===== config.mk =====
export PLATFORM = sky130hd
export DESIGN_NAME = jit_control_flow_solver_flat
export DESIGN_NICKNAME = d
export VERILOG_FILES = /design/src/rtl/jit_cf_pkg.sv /design/src/rtl/jit_control_flow_solver_if.sv /design/src/rtl/jit_cf_eval.sv /design/src/rtl/jit_control_flow_solver.sv /design/src/flat_wrapper.sv
export SDC_FILE = /design/constraint.sdc
export NUM_CORES = 1
export LEC_CHECK = 0
export CELL_PAD_IN_SITES_DETAIL_PLACEMENT = 0
export CELL_PAD_IN_SITES_GLOBAL_PLACEMENT = 1
export CORE_MARGIN = 3
export CORE_UTILIZATION = 37
export DETAILED_ROUTE_END_ITERATION = 12
export PLACE_DENSITY_LB_ADDON = 0.1
export SLEW_MARGIN = 5
export SYNTH_ARGS = -nofsm -noshare
export SYNTH_HDL_FRONTEND = slang
export SYNTH_SLANG_ARGS = --single-unit

===== constraint.sdc =====
create_clock -name clk -period 3.3 [get_ports clk]
set_input_delay 0.33 -clock clk [delete_from_list [all_inputs] [get_ports clk]]
set_output_delay 0.33 -clock clk [all_outputs]
set_load 0.03 [all_outputs]

===== src/rtl/jit_cf_pkg.sv =====
// Shared definitions for the JIT control-flow solver.
// Holds the branch/tail increments, the solver state encoding and the
// forward datapath f(a,b) = (a+b) + (a==b ? EQ_INC : NE_INC) + TAIL_INC.
// The forward function works on 32-bit zero-extended operands; callers
// truncate to their own width, which gives the mod 2^WIDTH result for any
// WIDTH up to 32.
package jit_cf_pkg;

   localparam int EQ_INC   = 1;
   localparam int NE_INC   = 2;
   localparam int TAIL_INC = 4;   // four chained +1 stages in the forward path

   typedef enum logic [1:0] {
      IDLE = 2'd0,
      SCAN = 2'd1,
      DONE = 2'd2
   } state_t;

   // Forward datapath; the equality test must see the zero-extended operands.
   function automatic logic [31:0] cf_forward(input logic [31:0] a, input logic [31:0] b);
      logic [31:0] sum_s;
      logic [31:0] br_s;
      sum_s = a + b;
      if (a == b) begin
         br_s = sum_s + 32'(EQ_INC);
      end else begin
         br_s = sum_s + 32'(NE_INC);
      end
      return br_s + 32'(TAIL_INC);
   endfunction

endpackage


===== src/rtl/jit_control_flow_solver_if.sv =====
// Request/result stream bundle for jit_control_flow_solver.
// Request side : in_valid/in_ready handshake carrying in_a and in_target.
// Result side  : out_valid/out_ready handshake carrying out_found, out_b,
//                out_count.
// master = requester/consumer, slave = solver.
interface jit_control_flow_solver_if #(
   parameter int WIDTH = 8
);
   logic             in_valid;
   logic             in_ready;
   logic [WIDTH-1:0] in_a;
   logic [WIDTH-1:0] in_target;
   logic             out_valid;
   logic             out_ready;
   logic             out_found;
   logic [WIDTH-1:0] out_b;
   logic [1:0]       out_count;

   modport master (
      output in_valid, in_a, in_target, out_ready,
      input  in_ready, out_valid, out_found, out_b, out_count
   );

   modport slave (
      input  in_valid, in_a, in_target, out_ready,
      output in_ready, out_valid, out_found, out_b, out_count
   );
endinterface


===== src/rtl/jit_cf_eval.sv =====
// Combinational evaluator of the forward control-flow datapath.
// Ports: a, b (WIDTH operands) -> f (WIDTH result, mod 2^WIDTH).
// WIDTH must not exceed 32.
module jit_cf_eval
   import jit_cf_pkg::*;
#(
   parameter int WIDTH = 8
) (
   input  logic [WIDTH-1:0] a,
   input  logic [WIDTH-1:0] b,
   output logic [WIDTH-1:0] f
);

   assign f = WIDTH'(cf_forward(32'(a), 32'(b)));

endmodule


===== src/rtl/jit_control_flow_solver.sv =====
// Sequential inverse of the forward control-flow datapath.
// Accepts (a, target), tries every b from 0 to 2^WIDTH-1 one per cycle and
// reports the smallest matching b plus a saturating match count.
// Ports: clk, rst (synchronous, active high), bus (slave side of
// jit_control_flow_solver_if). All bus outputs come straight from flops.
module jit_control_flow_solver
   import jit_cf_pkg::*;
#(
   parameter int WIDTH = 8
) (
   input  logic                          clk,
   input  logic                          rst,
   jit_control_flow_solver_if.slave      bus
);

   state_t           state_r, state_s;
   logic [WIDTH-1:0] cnt_r, cnt_s;
   logic [WIDTH-1:0] a_r, a_s;
   logic [WIDTH-1:0] target_r, target_s;
   logic             found_r, found_s;
   logic [WIDTH-1:0] first_b_r, first_b_s;
   logic [1:0]       count_r, count_s;
   logic             in_ready_r;
   logic             out_valid_r;
   logic [WIDTH-1:0] f_s;

   jit_cf_eval #(.WIDTH(WIDTH)) u_eval (
      .a (a_r),
      .b (cnt_r),
      .f (f_s)
   );

   // Next-state and datapath updates for the IDLE/SCAN/DONE sequence.
   always_comb begin
      state_s   = state_r;
      cnt_s     = cnt_r;
      a_s       = a_r;
      target_s  = target_r;
      found_s   = found_r;
      first_b_s = first_b_r;
      count_s   = count_r;
      case (state_r)
         IDLE: begin
            if (bus.in_valid) begin
               a_s       = bus.in_a;
               target_s  = bus.in_target;
               cnt_s     = {WIDTH{1'b0}};
               found_s   = 1'b0;
               first_b_s = {WIDTH{1'b0}};
               count_s   = 2'd0;
               state_s   = SCAN;
            end else begin
               state_s   = IDLE;
            end
         end
         SCAN: begin
            if (f_s == target_r) begin
               if (count_r != 2'd3) begin
                  count_s = count_r + 2'd1;
               end else begin
                  count_s = count_r;
               end
               // Only the first hit records b, so first_b is the smallest match.
               if (!found_r) begin
                  found_s   = 1'b1;
                  first_b_s = cnt_r;
               end else begin
                  found_s   = found_r;
               end
            end else begin
               count_s = count_r;
            end
            // Stop on the last candidate instead of letting the counter wrap.
            if (cnt_r == {WIDTH{1'b1}}) begin
               state_s = DONE;
            end else begin
               cnt_s   = cnt_r + {{(WIDTH-1){1'b0}}, 1'b1};
            end
         end
         DONE: begin
            if (bus.out_ready) begin
               state_s = IDLE;
            end else begin
               state_s = DONE;
            end
         end
         default: begin
            state_s = IDLE;
         end
      endcase
   end

   // State register.
   always_ff @(posedge clk) begin
      if (rst) begin
         state_r <= IDLE;
      end else begin
         state_r <= state_s;
      end
   end

   // Datapath and handshake flags; the flags are decoded from the next state
   // so they line up with the state register without a combinational output.
   always_ff @(posedge clk) begin
      if (rst) begin
         cnt_r       <= {WIDTH{1'b0}};
         a_r         <= {WIDTH{1'b0}};
         target_r    <= {WIDTH{1'b0}};
         found_r     <= 1'b0;
         first_b_r   <= {WIDTH{1'b0}};
         count_r     <= 2'd0;
         in_ready_r  <= 1'b1;
         out_valid_r <= 1'b0;
      end else begin
         cnt_r       <= cnt_s;
         a_r         <= a_s;
         target_r    <= target_s;
         found_r     <= found_s;
         first_b_r   <= first_b_s;
         count_r     <= count_s;
         in_ready_r  <= (state_s == IDLE);
         out_valid_r <= (state_s == DONE);
      end
   end

   assign bus.in_ready  = in_ready_r;
   assign bus.out_valid = out_valid_r;
   assign bus.out_found = found_r;
   assign bus.out_b     = first_b_r;
   assign bus.out_count = count_r;

endmodule

===== src/flat_wrapper.sv =====
// flat-port wrapper written by rule: the top's interface ports become plain ports
module jit_control_flow_solver_flat import jit_cf_pkg::*;
#(
   parameter int WIDTH = 8
)
  (clk, rst, bus_in_valid, bus_in_a, bus_in_target, bus_out_ready, bus_in_ready, bus_out_valid, bus_out_found, bus_out_b, bus_out_count);
  jit_control_flow_solver_if #(.WIDTH(WIDTH)) bus_i ();
  input  logic clk;
  input  logic rst;
  input wire logic [$bits(bus_i.in_valid)-1:0] bus_in_valid;
  input wire logic [$bits(bus_i.in_a)-1:0] bus_in_a;
  input wire logic [$bits(bus_i.in_target)-1:0] bus_in_target;
  input wire logic [$bits(bus_i.out_ready)-1:0] bus_out_ready;
  output wire logic [$bits(bus_i.in_ready)-1:0] bus_in_ready;
  output wire logic [$bits(bus_i.out_valid)-1:0] bus_out_valid;
  output wire logic [$bits(bus_i.out_found)-1:0] bus_out_found;
  output wire logic [$bits(bus_i.out_b)-1:0] bus_out_b;
  output wire logic [$bits(bus_i.out_count)-1:0] bus_out_count;
  assign bus_i.in_valid = bus_in_valid;
  assign bus_i.in_a = bus_in_a;
  assign bus_i.in_target = bus_in_target;
  assign bus_i.out_ready = bus_out_ready;
  assign bus_in_ready = bus_i.in_ready;
  assign bus_out_valid = bus_i.out_valid;
  assign bus_out_found = bus_i.out_found;
  assign bus_out_b = bus_i.out_b;
  assign bus_out_count = bus_i.out_count;
  jit_control_flow_solver #(.WIDTH(WIDTH)) u_core (.clk(clk), .rst(rst), .bus(bus_i));
endmodule

==> out/qor.yml, run 1 <==
sta:
  setup_ws_ns: -0.0288
  finalSetupViolations: 8
  finClkSkew_ns: 0.00516
  slew_violations: 0
  tightestPinTransition_ns: 0.735
  holdWs_ns: 0.468
  finalCritPeriodShare_pct: 101
  fin_crit_ns: 3.33
  fmax_mhz: 300
  rsz0062_at_grt: "yes"
  slew_headroom_pct: 50.8
  finalHoldViolations: 0
pwr:
  leakage_nw: 1.37
  p_per_area_nw_per_um2: 327
  ir_drop_mv: 0.191
setup_path:
  end_kind: "flip-flop"
  critPathArrivalTime_ns: 3.50
  worst_setup_path_start_kind: "flip-flop"
  slowest_delay_ns: 0.45
  crit_buf_inv: 0
  slowest_stage: "a2111o_1"
  cp.required_ns: 3.47
  crit_fanout: 8
  path_class: "flip-flop to flip-flop"
  path_cells: "ha_1 > a211o_1 > a2111o_1 > o211a_1 > nor3_1 > nor2_1 > a2111o_1 > a211oi_4 > o211ai_4 > mux2i_1"
  crit_top_cell: "a2111o_1"
  cpLargestDelayFamily: "compound AO/OA/AOI/OAI gates"
clocking:
  path_clk_slew_ns: 0.08
  root_buffer: "clkbuf_8"
  cts_tree: "done"
  clk_latency_ns: 0.29
  htreeDepth: 2
  numCtsBuffers: 5
  cts_sinks: 39
  cts.path.max_buffers: 2
drt:
  wire_per_inst_um: 13.5
  final_antenna_net_count: 0
  viasPerCell: 4.95
  first_iter_violations: 78
  vias: 2114
  drc_errors: 0
  wirelength_um: 5760
  firstDrtPassIters: 5
placed_design:
  portBuffers: 32
  place_area_um2: 3110
  place_congestion: 0.809
  dpl.hpwl_um: 4380
cells_and_area:
  drive_above_1_share_pct: 26.7
  fin_area_um2: 3350
  nets: 384
  final_common_cell: "nand2_1"
  syn_to_final_growth_pct: 40.5
  layout_common_cells: "nand2_1, buf_4, dfxtp_1"
  n_antenna_cell: 0
synth:
  synth-seq-cells: 39
  synth_area_um2: 2380
  ys_seq_area_share_pct: 32.7
  synthFlopType: "dfxtp_1"
  synthArstFlopShare_pct: 0
  syn-num-nets: 309
  synth.avg_cell_area_um2: 8.64
  synth_edf_count: 0
  synth_warnings: 0
  ys_types: 52
  synthCells: 276
floorplan:
  rows: 28
  start_util_pct: 39.1
  core_um2: 6100
  die_x_um: 86.3
  io_pins: 33
  dieArea_um2: 7450
  die_h_um: 86.3
global_route:
  grt-ovfl-total: 0
  grt_max_degree: 35
  gr-usage-met2_pct: 26.3
  met3_usage_pct: 3.14
  grt.busiest_layer: "met2"
  grt_first_pass_wirelength_um: 9540
  gr-usage-met1_pct: 22.3
  grt_pass1_vias: 2046
  grt_antenna_before_repair: 0
  grt_use_total_pct: 16.1
run_status:
  violations: "setup timing"
  outcome: "complete, but fails checks"
worst_hold_path:
  hp-class: "flip-flop to flip-flop"
job:
  cap_violations: 0
-- state kept, by name, summed over array words and instances (netlist names) --
name / flops
u_core.bus.out_found: 1
u_core.cnt_r: 8
u_core.bus.in_ready: 1
u_core.bus.out_count: 2
u_core.a_r: 8
u_core.bus.out_valid: 1
u_core.target_r: 8
u_core.state_r: 2
u_core.bus.out_b: 8
-- cells in the mapped netlist, types with 2 or more instances --
master	n	area, um^2
nand3_1	5	25.0
a211o_1	2	17.5
o21ai_0	6	30.0
nor3_1	2	10.0
ha_1	12	150
mux2i_1	13	130
o21a_1	2	15.0
a21oi_1	24	120
nand4_1	6	37.5
clkbuf_1	7	26.3
a2111o_1	3	33.8
xor2_1	9	78.8
inv_1	5	18.8
xnor2_1	7	61.3
dfxtp_1	39	781
nand2b_1	12	75.1
o211ai_1	2	15.0
o211ai_4	2	42.5
or3_1	4	25.0
mux2_2	2	22.5
or2_2	4	25.0
nand2_1	59	221
a21o_1	2	15.0
xnor3_1	2	45.0
nor2_1	14	52.6
and2_1	4	25.0
a31oi_1	2	12.5
-- worst register-to-register path, delay by kind of cell, from the launching register on --
family                   cells  cell delay, ns
AO/OA/AOI/OAI                6            1.90
AND/OR/NAND/NOR              2            0.48
flip-flops                   1            0.35
adder cells (fa/ha/maj)      1            0.32
multiplexers                 1            0.16
-- final timing paths --
path                                           from             endpoint  slack, ns  depth (start not counted)
worst min-delay path            u_core.bus.out_b[0]  u_core.bus.out_b[0]       0.47                          2
worst max register to register        u_core.a_r[1]  u_core.bus.out_b[3]      -0.03                         10
worst min register to register  u_core.bus.out_b[0]  u_core.bus.out_b[0]       0.47                          2
worst max-delay path                  u_core.a_r[1]  u_core.bus.out_b[3]      -0.03                         10
-- timing repair --
item	4_1_cts	5_1_grt
endpoints found under the hold margin	0	0
gates resized for setup	10	13
hold buffers	0	0
buffers inserted	3	4
endpoints found under the setup margin	10	11
cloned	0	0
pin swaps	10	6
-- stage by stage --
step	TNS (ns)	power, mW	setup slack, ns	utilization, %	instances
floorplan	-0.0372	0.663	-0.00464	-	276
global placement	-0.461	0.756	-0.0498	51.0	413
detailed placement	-0.878	0.759	-0.100	51.0	413
CTS	-0.447	1.10	-0.0556	53.7	424
global route	-1.28	1.16	-0.154	54.9	427
finish	-0.200	1.10	-0.0288	54.9	427
-- report_power, final --
part	switching [mW]	total (mW)	leakage, nW	internal, mW
registers	0.0139	0.501	0.320	0.487
clock network	0.178	0.326	0.0412	0.148
logic	0.130	0.270	1.00	0.140
-- metal layers --
layer | routed length (um) | share of wire [%] | vias to the layer above
li1 | - | - | 1118
met1 | 2900 | 50 | 955
met2 | 2640 | 46 | 39
met3 | 196 | 3.4 | 2
met4 | 17 | 0.30 | 0
met5 | 0 | 0 | -
-- cell type report --
| class | instances | area [um^2] |
|---|---|---|
| inverter | 5 | 18.8 |
| timing repair buffer | 75 | 647 |
| clock inverter | 2 | 12.5 |
| fill | 607 | 2750 |
| sequential | 39 | 788 |
| tap | 75 | 93.8 |
| multi-input combinational | 225 | 1720 |
| clock buffer | 6 | 72.6 |
-- cell families (layout without fill, tap and decap cells) --
| kind of cell | Yosys count | after routing | share of synthesized area (%) |
|---|---|---|---|
| adders and majority gates | 13 | 13 | 7.14 |
| and+or+nand+nor | 122 | 122 | 25.4 |
| xor gates and xnor gates | 19 | 19 | 8.92 |
| DFF | 39 | 39 | 32.7 |
| AOI/OAI and AO/OA | 55 | 55 | 16.9 |
| buffers and inverters | 12 | 88 | 1.89 |
| muxes | 16 | 16 | 7.03 |
No activity file was read; power rests on OpenSTA's default activity.
==> run 2: changes to the inputs <==
CTS_CLUSTER_DIAMETER = 40   (was default)
==> results of run 2 <==
No change in the layout: final DEF, timing and power equal those of run 1.
